**src/rtl/player_move_ctrl_if.sv**
```systemverilog
`default_nettype none
// ============================================================================
// Module      : player_move_ctrl_if
// Description : Bundle of the move request, map read port and reaction-logic
//               signals around the player movement controller.
// Revision    : 1.0 - initial release
// ============================================================================
interface player_move_ctrl_if;
    logic        move_req;
    logic [1:0]  move_dir;
    logic        move_busy;
    logic        map_rd_en;
    logic [7:0]  map_rd_addr;
    logic [15:0] map_rd_data;
    logic [3:0]  goto_pos_x;
    logic [3:0]  goto_pos_y;
    logic [15:0] goto_tile_id;
    logic        goto_valid;
    logic [3:0]  new_pos_x;
    logic [3:0]  new_pos_y;
    logic [3:0]  pos_x;
    logic [3:0]  pos_y;
    logic        move_done;
    logic        moved;

    // Controller side: drives map reads, goto_* and the player position.
    modport master (
        input  move_req, move_dir, map_rd_data, new_pos_x, new_pos_y,
        output move_busy, map_rd_en, map_rd_addr, goto_pos_x, goto_pos_y,
               goto_tile_id, goto_valid, pos_x, pos_y, move_done, moved
    );

    // Environment side: direction decode, map RAM and reaction logic.
    modport slave (
        output move_req, move_dir, map_rd_data, new_pos_x, new_pos_y,
        input  move_busy, map_rd_en, map_rd_addr, goto_pos_x, goto_pos_y,
               goto_tile_id, goto_valid, pos_x, pos_y, move_done, moved
    );
endinterface
`default_nettype wire

```
**src/rtl/player_move_ctrl.sv**
```systemverilog
`default_nettype none
// ============================================================================
// Module      : player_move_ctrl
// Description : Player movement front end. Computes the target cell of a move
//               request, reads its tile ID from the map, hands target and tile
//               to the reaction logic and commits the resolved position.
// Revision    : 1.0 - initial release
// ============================================================================
module player_move_ctrl #(
    parameter int MAP_W      = 16,
    parameter int MAP_H      = 16,
    parameter int START_X    = 0,
    parameter int START_Y    = 0,
    parameter int RD_LATENCY = 1
) (
    input  wire logic          clk,
    input  wire logic          rst_n,
    player_move_ctrl_if.master bus
);
    localparam logic [2:0] c_IDLE = 3'd0;
    localparam logic [2:0] c_READ = 3'd1;
    localparam logic [2:0] c_WAIT = 3'd2;
    localparam logic [2:0] c_EVAL = 3'd3;
    localparam logic [2:0] c_DONE = 3'd4;

    localparam logic [4:0] c_MAP_W   = 5'(MAP_W);
    localparam logic [4:0] c_MAP_H   = 5'(MAP_H);
    localparam logic [3:0] c_START_X = 4'(START_X);
    localparam logic [3:0] c_START_Y = 4'(START_Y);
    localparam logic [2:0] c_LAT_M1  = 3'(RD_LATENCY - 1);

    logic [2:0]  r_state;
    logic [2:0]  w_next;
    logic [3:0]  r_pos_x;
    logic [3:0]  r_pos_y;
    logic [3:0]  r_goto_x;
    logic [3:0]  r_goto_y;
    logic [15:0] r_tile;
    logic [2:0]  r_cnt;
    logic        r_moved;

    logic [4:0]  w_tx;
    logic [4:0]  w_ty;
    logic        w_inb;
    logic        w_rd_en;
    logic        w_goto_valid;
    logic        w_done;
    logic        w_busy;

    // Target cell in 5 bits so that 0-1 wraps to 31 and 15+1 reaches 16;
    // both then fail the unsigned bounds compare, so no wrap-around occurs.
    always_comb begin
        w_tx = {1'b0, r_pos_x};
        w_ty = {1'b0, r_pos_y};
        case (bus.move_dir)
            2'b00:   w_ty = {1'b0, r_pos_y} - 5'd1;
            2'b01:   w_ty = {1'b0, r_pos_y} + 5'd1;
            2'b10:   w_tx = {1'b0, r_pos_x} - 5'd1;
            default: w_tx = {1'b0, r_pos_x} + 5'd1;
        endcase
        w_inb = (w_tx < c_MAP_W) && (w_ty < c_MAP_H);
    end

    // State register.
    always_ff @(posedge clk or negedge rst_n) begin
        if (!rst_n) begin
            r_state <= c_IDLE;
        end else begin
            r_state <= w_next;
        end
    end

    // Next-state logic; requests outside IDLE are simply not looked at.
    always_comb begin
        w_next = r_state;
        case (r_state)
            c_IDLE: if (bus.move_req) w_next = w_inb ? c_READ : c_DONE;
            c_READ: w_next = c_WAIT;
            c_WAIT: if (r_cnt == 3'd0) w_next = c_EVAL;
            c_EVAL: w_next = c_DONE;
            c_DONE: w_next = c_IDLE;
            default: w_next = c_IDLE;
        endcase
    end

    // State-decoded strobes.
    always_comb begin
        w_rd_en      = (r_state == c_READ);
        w_goto_valid = (r_state == c_EVAL);
        w_done       = (r_state == c_DONE);
        w_busy       = (r_state != c_IDLE);
    end

    // Datapath: target capture, read-latency count, tile capture, commit.
    always_ff @(posedge clk or negedge rst_n) begin
        if (!rst_n) begin
            r_pos_x  <= c_START_X;
            r_pos_y  <= c_START_Y;
            r_goto_x <= 4'd0;
            r_goto_y <= 4'd0;
            r_tile   <= 16'd0;
            r_cnt    <= 3'd0;
            r_moved  <= 1'b0;
        end else begin
            case (r_state)
                c_IDLE: begin
                    if (bus.move_req) begin
                        r_goto_x <= w_tx[3:0];
                        r_goto_y <= w_ty[3:0];
                        r_moved  <= 1'b0;
                    end
                end
                c_READ: r_cnt <= c_LAT_M1;
                c_WAIT: begin
                    if (r_cnt == 3'd0) begin
                        r_tile <= bus.map_rd_data;
                    end else begin
                        r_cnt <= r_cnt - 3'd1;
                    end
                end
                c_EVAL: begin
                    r_pos_x <= bus.new_pos_x;
                    r_pos_y <= bus.new_pos_y;
                    r_moved <= (bus.new_pos_x != r_pos_x) ||
                               (bus.new_pos_y != r_pos_y);
                end
                default: ;
            endcase
        end
    end

    assign bus.move_busy    = w_busy;
    assign bus.map_rd_en    = w_rd_en;
    assign bus.map_rd_addr  = {r_goto_y, r_goto_x};
    assign bus.goto_pos_x   = r_goto_x;
    assign bus.goto_pos_y   = r_goto_y;
    assign bus.goto_tile_id = r_tile;
    assign bus.goto_valid   = w_goto_valid;
    assign bus.pos_x        = r_pos_x;
    assign bus.pos_y        = r_pos_y;
    assign bus.move_done    = w_done;
    assign bus.moved        = r_moved;
endmodule
`default_nettype wire

```
**src/flat_wrapper.sv**
```systemverilog
// flat-port wrapper written by rule: the top's interface ports become plain ports
module player_move_ctrl_flat 
#(
    parameter int MAP_W      = 16,
    parameter int MAP_H      = 16,
    parameter int START_X    = 0,
    parameter int START_Y    = 0,
    parameter int RD_LATENCY = 1
)
  (clk, rst_n, bus_move_req, bus_move_dir, bus_map_rd_data, bus_new_pos_x, bus_new_pos_y, bus_move_busy, bus_map_rd_en, bus_map_rd_addr, bus_goto_pos_x, bus_goto_pos_y, bus_goto_tile_id, bus_goto_valid, bus_pos_x, bus_pos_y, bus_move_done, bus_moved);
  player_move_ctrl_if bus_i ();
  input  wire logic clk;
  input  wire logic rst_n;
  input wire logic [$bits(bus_i.move_req)-1:0] bus_move_req;
  input wire logic [$bits(bus_i.move_dir)-1:0] bus_move_dir;
  input wire logic [$bits(bus_i.map_rd_data)-1:0] bus_map_rd_data;
  input wire logic [$bits(bus_i.new_pos_x)-1:0] bus_new_pos_x;
  input wire logic [$bits(bus_i.new_pos_y)-1:0] bus_new_pos_y;
  output wire logic [$bits(bus_i.move_busy)-1:0] bus_move_busy;
  output wire logic [$bits(bus_i.map_rd_en)-1:0] bus_map_rd_en;
  output wire logic [$bits(bus_i.map_rd_addr)-1:0] bus_map_rd_addr;
  output wire logic [$bits(bus_i.goto_pos_x)-1:0] bus_goto_pos_x;
  output wire logic [$bits(bus_i.goto_pos_y)-1:0] bus_goto_pos_y;
  output wire logic [$bits(bus_i.goto_tile_id)-1:0] bus_goto_tile_id;
  output wire logic [$bits(bus_i.goto_valid)-1:0] bus_goto_valid;
  output wire logic [$bits(bus_i.pos_x)-1:0] bus_pos_x;
  output wire logic [$bits(bus_i.pos_y)-1:0] bus_pos_y;
  output wire logic [$bits(bus_i.move_done)-1:0] bus_move_done;
  output wire logic [$bits(bus_i.moved)-1:0] bus_moved;
  assign bus_i.move_req = bus_move_req;
  assign bus_i.move_dir = bus_move_dir;
  assign bus_i.map_rd_data = bus_map_rd_data;
  assign bus_i.new_pos_x = bus_new_pos_x;
  assign bus_i.new_pos_y = bus_new_pos_y;
  assign bus_move_busy = bus_i.move_busy;
  assign bus_map_rd_en = bus_i.map_rd_en;
  assign bus_map_rd_addr = bus_i.map_rd_addr;
  assign bus_goto_pos_x = bus_i.goto_pos_x;
  assign bus_goto_pos_y = bus_i.goto_pos_y;
  assign bus_goto_tile_id = bus_i.goto_tile_id;
  assign bus_goto_valid = bus_i.goto_valid;
  assign bus_pos_x = bus_i.pos_x;
  assign bus_pos_y = bus_i.pos_y;
  assign bus_move_done = bus_i.move_done;
  assign bus_moved = bus_i.moved;
  player_move_ctrl #(.MAP_W(MAP_W), .MAP_H(MAP_H), .START_X(START_X), .START_Y(START_Y), .RD_LATENCY(RD_LATENCY)) u_core (.clk(clk), .rst_n(rst_n), .bus(bus_i));
endmodule
```
**config.mk**
```make
export PLATFORM = sky130hd
export DESIGN_NAME = player_move_ctrl_flat
export DESIGN_NICKNAME = d
export VERILOG_FILES = /design/src/rtl/player_move_ctrl_if.sv /design/src/rtl/player_move_ctrl.sv /design/src/flat_wrapper.sv
export SDC_FILE = /design/constraint.sdc
export NUM_CORES = 1
export LEC_CHECK = 0
export CORE_ASPECT_RATIO = 2
export CORE_MARGIN = 3
export CORE_UTILIZATION = 48
export DETAILED_ROUTE_END_ITERATION = 6
export PLACE_DENSITY_LB_ADDON = 0.12
export SLEW_MARGIN = 20
export SYNTH_ARGS = -nofsm -noshare
export SYNTH_HDL_FRONTEND = slang
export SYNTH_SLANG_ARGS = --single-unit
```
**constraint.sdc**
```tcl
create_clock -name clk -period 6.2 [get_ports clk]
set_clock_uncertainty 0.15 [all_clocks]
set_input_delay 1.86 -clock clk [delete_from_list [all_inputs] [get_ports clk]]
set_output_delay 1.86 -clock clk [all_outputs]
set_load 0.02 [all_outputs]
```
==> impl_metrics.env <==
export IMPL_syn_area_per_cell_sq_um=10.57
export IMPL_die_y_microns=98.21
export IMPL_reg2reg_depth=6
export IMPL_fmax_mhz=232.6
export IMPL_routed_wl_microns=4299
export IMPL_cts_made_buffers=5
export IMPL_ctsRootBufferMaster="clkbuf_8"
export IMPL_synth_simple_area_share_pct=12.94
export IMPL_antenna_found_initial=0
export IMPL_syn_num_nets=230
export IMPL_peakVddDrop_mv=0.3557
export IMPL_vias_per_cell=5.110
export IMPL_cts_max_level=2
export IMPL_drc=0
export IMPL_period_minus_slack_ns=4.300
export IMPL_cp_end_kind="primary output"
export IMPL_synth_async_reset_ratio_pct=100.0
export IMPL_maxCapViolCount=0
export IMPL_register_area_sq_um=975.9
export IMPL_io_pins=74
export IMPL_power_frac_comb_pct=56.5
export IMPL_max_clock_path_buffers=2
export IMPL_overflow=0
export IMPL_wire_per_inst_microns=13.87
export IMPL_placedInstanceArea_sq_mm=0.002733
export IMPL_hold_path_class="reg -> reg"
export IMPL_tightest_slew_ns=0.8396
export IMPL_vias=1584
export IMPL_min_delay_worst_endpoint="u_core.bus.goto_pos_y[3]"
export IMPL_cts_hold_buf=0
export IMPL_clkSlewWorstSetupHoldPaths_ns=0.07
export IMPL_required_ns=4.19
export IMPL_n_fill_cell=320
export IMPL_first_pass_iters=4
export IMPL_diodes=0
export IMPL_core_area_sq_mm=0.004088
export IMPL_hold_start="u_core.bus.goto_pos_y[3]"
export IMPL_grt_pass1_vias=1571
export IMPL_post_cts_resized=0
export IMPL_leakagePower_nw=1.211
export IMPL_num_rows=33
export IMPL_r2r_slack_ns=3.97
export IMPL_cpLargestDelayFamily="buffers and inverters"
export IMPL_p_int_mw=0.9078
export IMPL_synthMuxAreaShare_pct=10.79
export IMPL_synth_compound_area_share_pct=9.749
export IMPL_synth_xor_area_share_pct=7.296
export IMPL_clock_latency_ns=0.28
export IMPL_die_w_microns=52.11
export IMPL_crit_buf_inv=3
export IMPL_die_area_sq_mm=0.005117
export IMPL_relSlewSlack_pct=44.03
export IMPL_synth_edf_count=0
export IMPL_drt_initial_drc_count=21
export IMPL_timing_final_hold_violations=0
export IMPL_clock_sinks=39
export IMPL_path_depth=4
export IMPL_synthAdderAreaFrac_pct=5.273
export IMPL_finalPower_mw=1.532
export IMPL_fin_nets=295
export IMPL_antenna_left=0
export IMPL_powerDensity_mw_per_mm2=543.2
export IMPL_final_setup_viol_count=0
export IMPL_synth_cells=193
export IMPL_pwr_share_seq_pct=32.6
export IMPL_rsz0062_at_grt="false"
export IMPL_ys_warn_count=0
export IMPL_fin_ws_ns=1.900
export IMPL_synth_cell_area_sq_mm=0.002041
export IMPL_grtUsageTotal_pct=18.89
export IMPL_grt_pass1_wl_microns=7286
export IMPL_post_place_ws_ns=1.596
export IMPL_hpwl_microns=3391
export IMPL_ys_seq_area_share_pct=47.82
export IMPL_stdcell_area_sq_mm=0.002820
export IMPL_postCtsSetupRepairBufs=0
export IMPL_crit_fanout=11
export IMPL_grt_max_degree=40
export IMPL_fin_setup_tns_ns=0
export IMPL_crit_slowest_cell="clkdlybuf4s50_1"
export IMPL_start_util_pct=49.92
export IMPL_finalWeightedCongestion=0.7403
export IMPL_area_growth_pct=38.20
export IMPL_r2r_end="u_core.bus.goto_tile_id[6]"
export IMPL_io_buffers=73
export IMPL_p_sw_share_pct=40.74
export IMPL_p_clk_share_pct=11.0
export IMPL_p_switching_mw=0.6241
export IMPL_multi_input_area_sq_um=939.7
export IMPL_synth_cell_types=36
export IMPL_status="complete, no violations"
export IMPL_crit_chain="inv_1 -> nand3_1 -> clkinv_1 -> clkdlybuf4s50_1"
export IMPL_r2r_start="u_core.r_cnt[0]"
export IMPL_cpPeakStageDelay_ns=0.65
export IMPL_drive_above_1_share_pct=11.24
export IMPL_critPathArrivalTime_ns=2.29
export IMPL_crit_type="reg -> out"
export IMPL_worstHoldPathCells=2
export IMPL_synth_top_family_by_area="simple AND/OR/NAND/NOR gates"
export IMPL_fin_crit_sh_pct=69.35
export IMPL_cts_tree="built"
export IMPL_slew_viol_final=0
export IMPL_synthFlopType="dfrtp_1"
export IMPL_ys_seq_elements=39
export IMPL_whs_ns=0.3481
export IMPL_cp_start_kind="flip-flop"
## layout by cell type, fill, tap and decap left out, types with 2 or more instances in the layout
cell	count
nand3_1	2
a22o_1	3
a21oi_1	4
inv_1	6
nand4_1	2
clkbuf_8	6
xnor2_1	14
nand2_1	38
mux2_2	16
o21ai_0	14
dfrtp_1	39
nor2_1	3
xor2_1	3
ha_1	7
clkdlybuf4s50_1	72
a21o_1	2
mux2i_1	4
nor3_1	4
## worst min-delay path: cells and delay by family, from the launching register on
family | cells | cell delay [ns]
compound gates | 1 | 0.06
flops | 1 | 0.36
simple gates | 1 | 0.05
## per-layer routing
metal  GRT usage, %  share of wire (%)  wire [microns]
met3          3.664                5.8             249
met4          9.293                2.3              97
met1          20.68                 37            1594
met5              0                  0               0
met2          33.07                 55            2357
## power groups by stage
stage,logic (mW),clock network (mW),registers (mW)
6_report,0.865,0.168,0.499
5_1_grt,0.940,0.185,0.521
4_1_cts,0.880,0.173,0.501
2_1_floorplan,0.441,0,0.596
3_3_place_gp,0.863,0,0.500
3_5_place_dp,0.878,0,0.507
## synth_stat cells (2+ instances only)
| cell type | count | area [sq um] |
|---|---|---|
| a21oi_1 | 4 | 20.02 |
| buf_4 | 10 | 75.07 |
| buf_2 | 4 | 20.02 |
| dfrtp_1 | 39 | 975.9 |
| nand2_1 | 38 | 142.6 |
| ha_1 | 7 | 87.58 |
| nor2_1 | 3 | 11.26 |
| xnor2_1 | 14 | 122.6 |
| nand4_1 | 2 | 12.51 |
| xor2_1 | 3 | 26.28 |
| mux2i_1 | 4 | 40.04 |
| a22o_1 | 3 | 26.28 |
| mux2_2 | 16 | 180.2 |
| inv_1 | 6 | 22.52 |
| a21o_1 | 2 | 15.01 |
| o21ai_0 | 14 | 70.07 |
| nor3_1 | 4 | 20.02 |
| nand3_1 | 2 | 10.01 |
## cell families after synthesis
| group | Yosys count |
|---|---|
| simple gates | 57 |
| flops | 39 |
| fa+ha+maj | 8 |
| mux | 20 |
| compound gates | 30 |
| buf+inv | 22 |
| xor+xnor | 17 |
## worst max path at each step
stage	startpoint	endpoint	slack (ns)
after CTS	u_core.r_state[2]	bus_goto_valid	1.84
final	u_core.r_state[2]	bus_goto_valid	1.90
after floorplan	bus_move_dir[1]	u_core.r_state[0]	2.41
after global placement	bus_move_dir[1]	u_core.r_state[0]	1.64
after detailed placement	bus_move_dir[1]	u_core.r_state[0]	1.60
after global routing	u_core.r_state[2]	bus_goto_valid	1.67
## final cells by class
type	count	area share, %
Clock inverter	1	0.1775
Timing Repair Buffer	73	25.73
Clock buffer	6	2.928
Multi-Input combinational cell	132	33.32
Inverter	7	0.9317
Tap cell	52	2.307
Sequential cell	39	34.61
## sequential cells by signal (all words and copies together) (netlist names)
| name | flops |
|---|---|
| u_core.r_state | 3 |
| u_core.bus.goto_pos_x | 4 |
| u_core.bus.goto_pos_y | 4 |
| u_core.bus.pos_x | 4 |
| u_core.bus.goto_tile_id | 16 |
| u_core.bus.pos_y | 4 |
| u_core.bus.moved | 1 |
| u_core.r_cnt | 3 |
## metrics by stage
stage / instances / util, %
after global placement: 303 / 66.85
final: 310 / 68.99
after detailed placement: 303 / 66.85
after global routing: 310 / 68.99
after floorplan: 193 / -
after CTS: 310 / 68.99
Power figures use the tool's default switching activity.
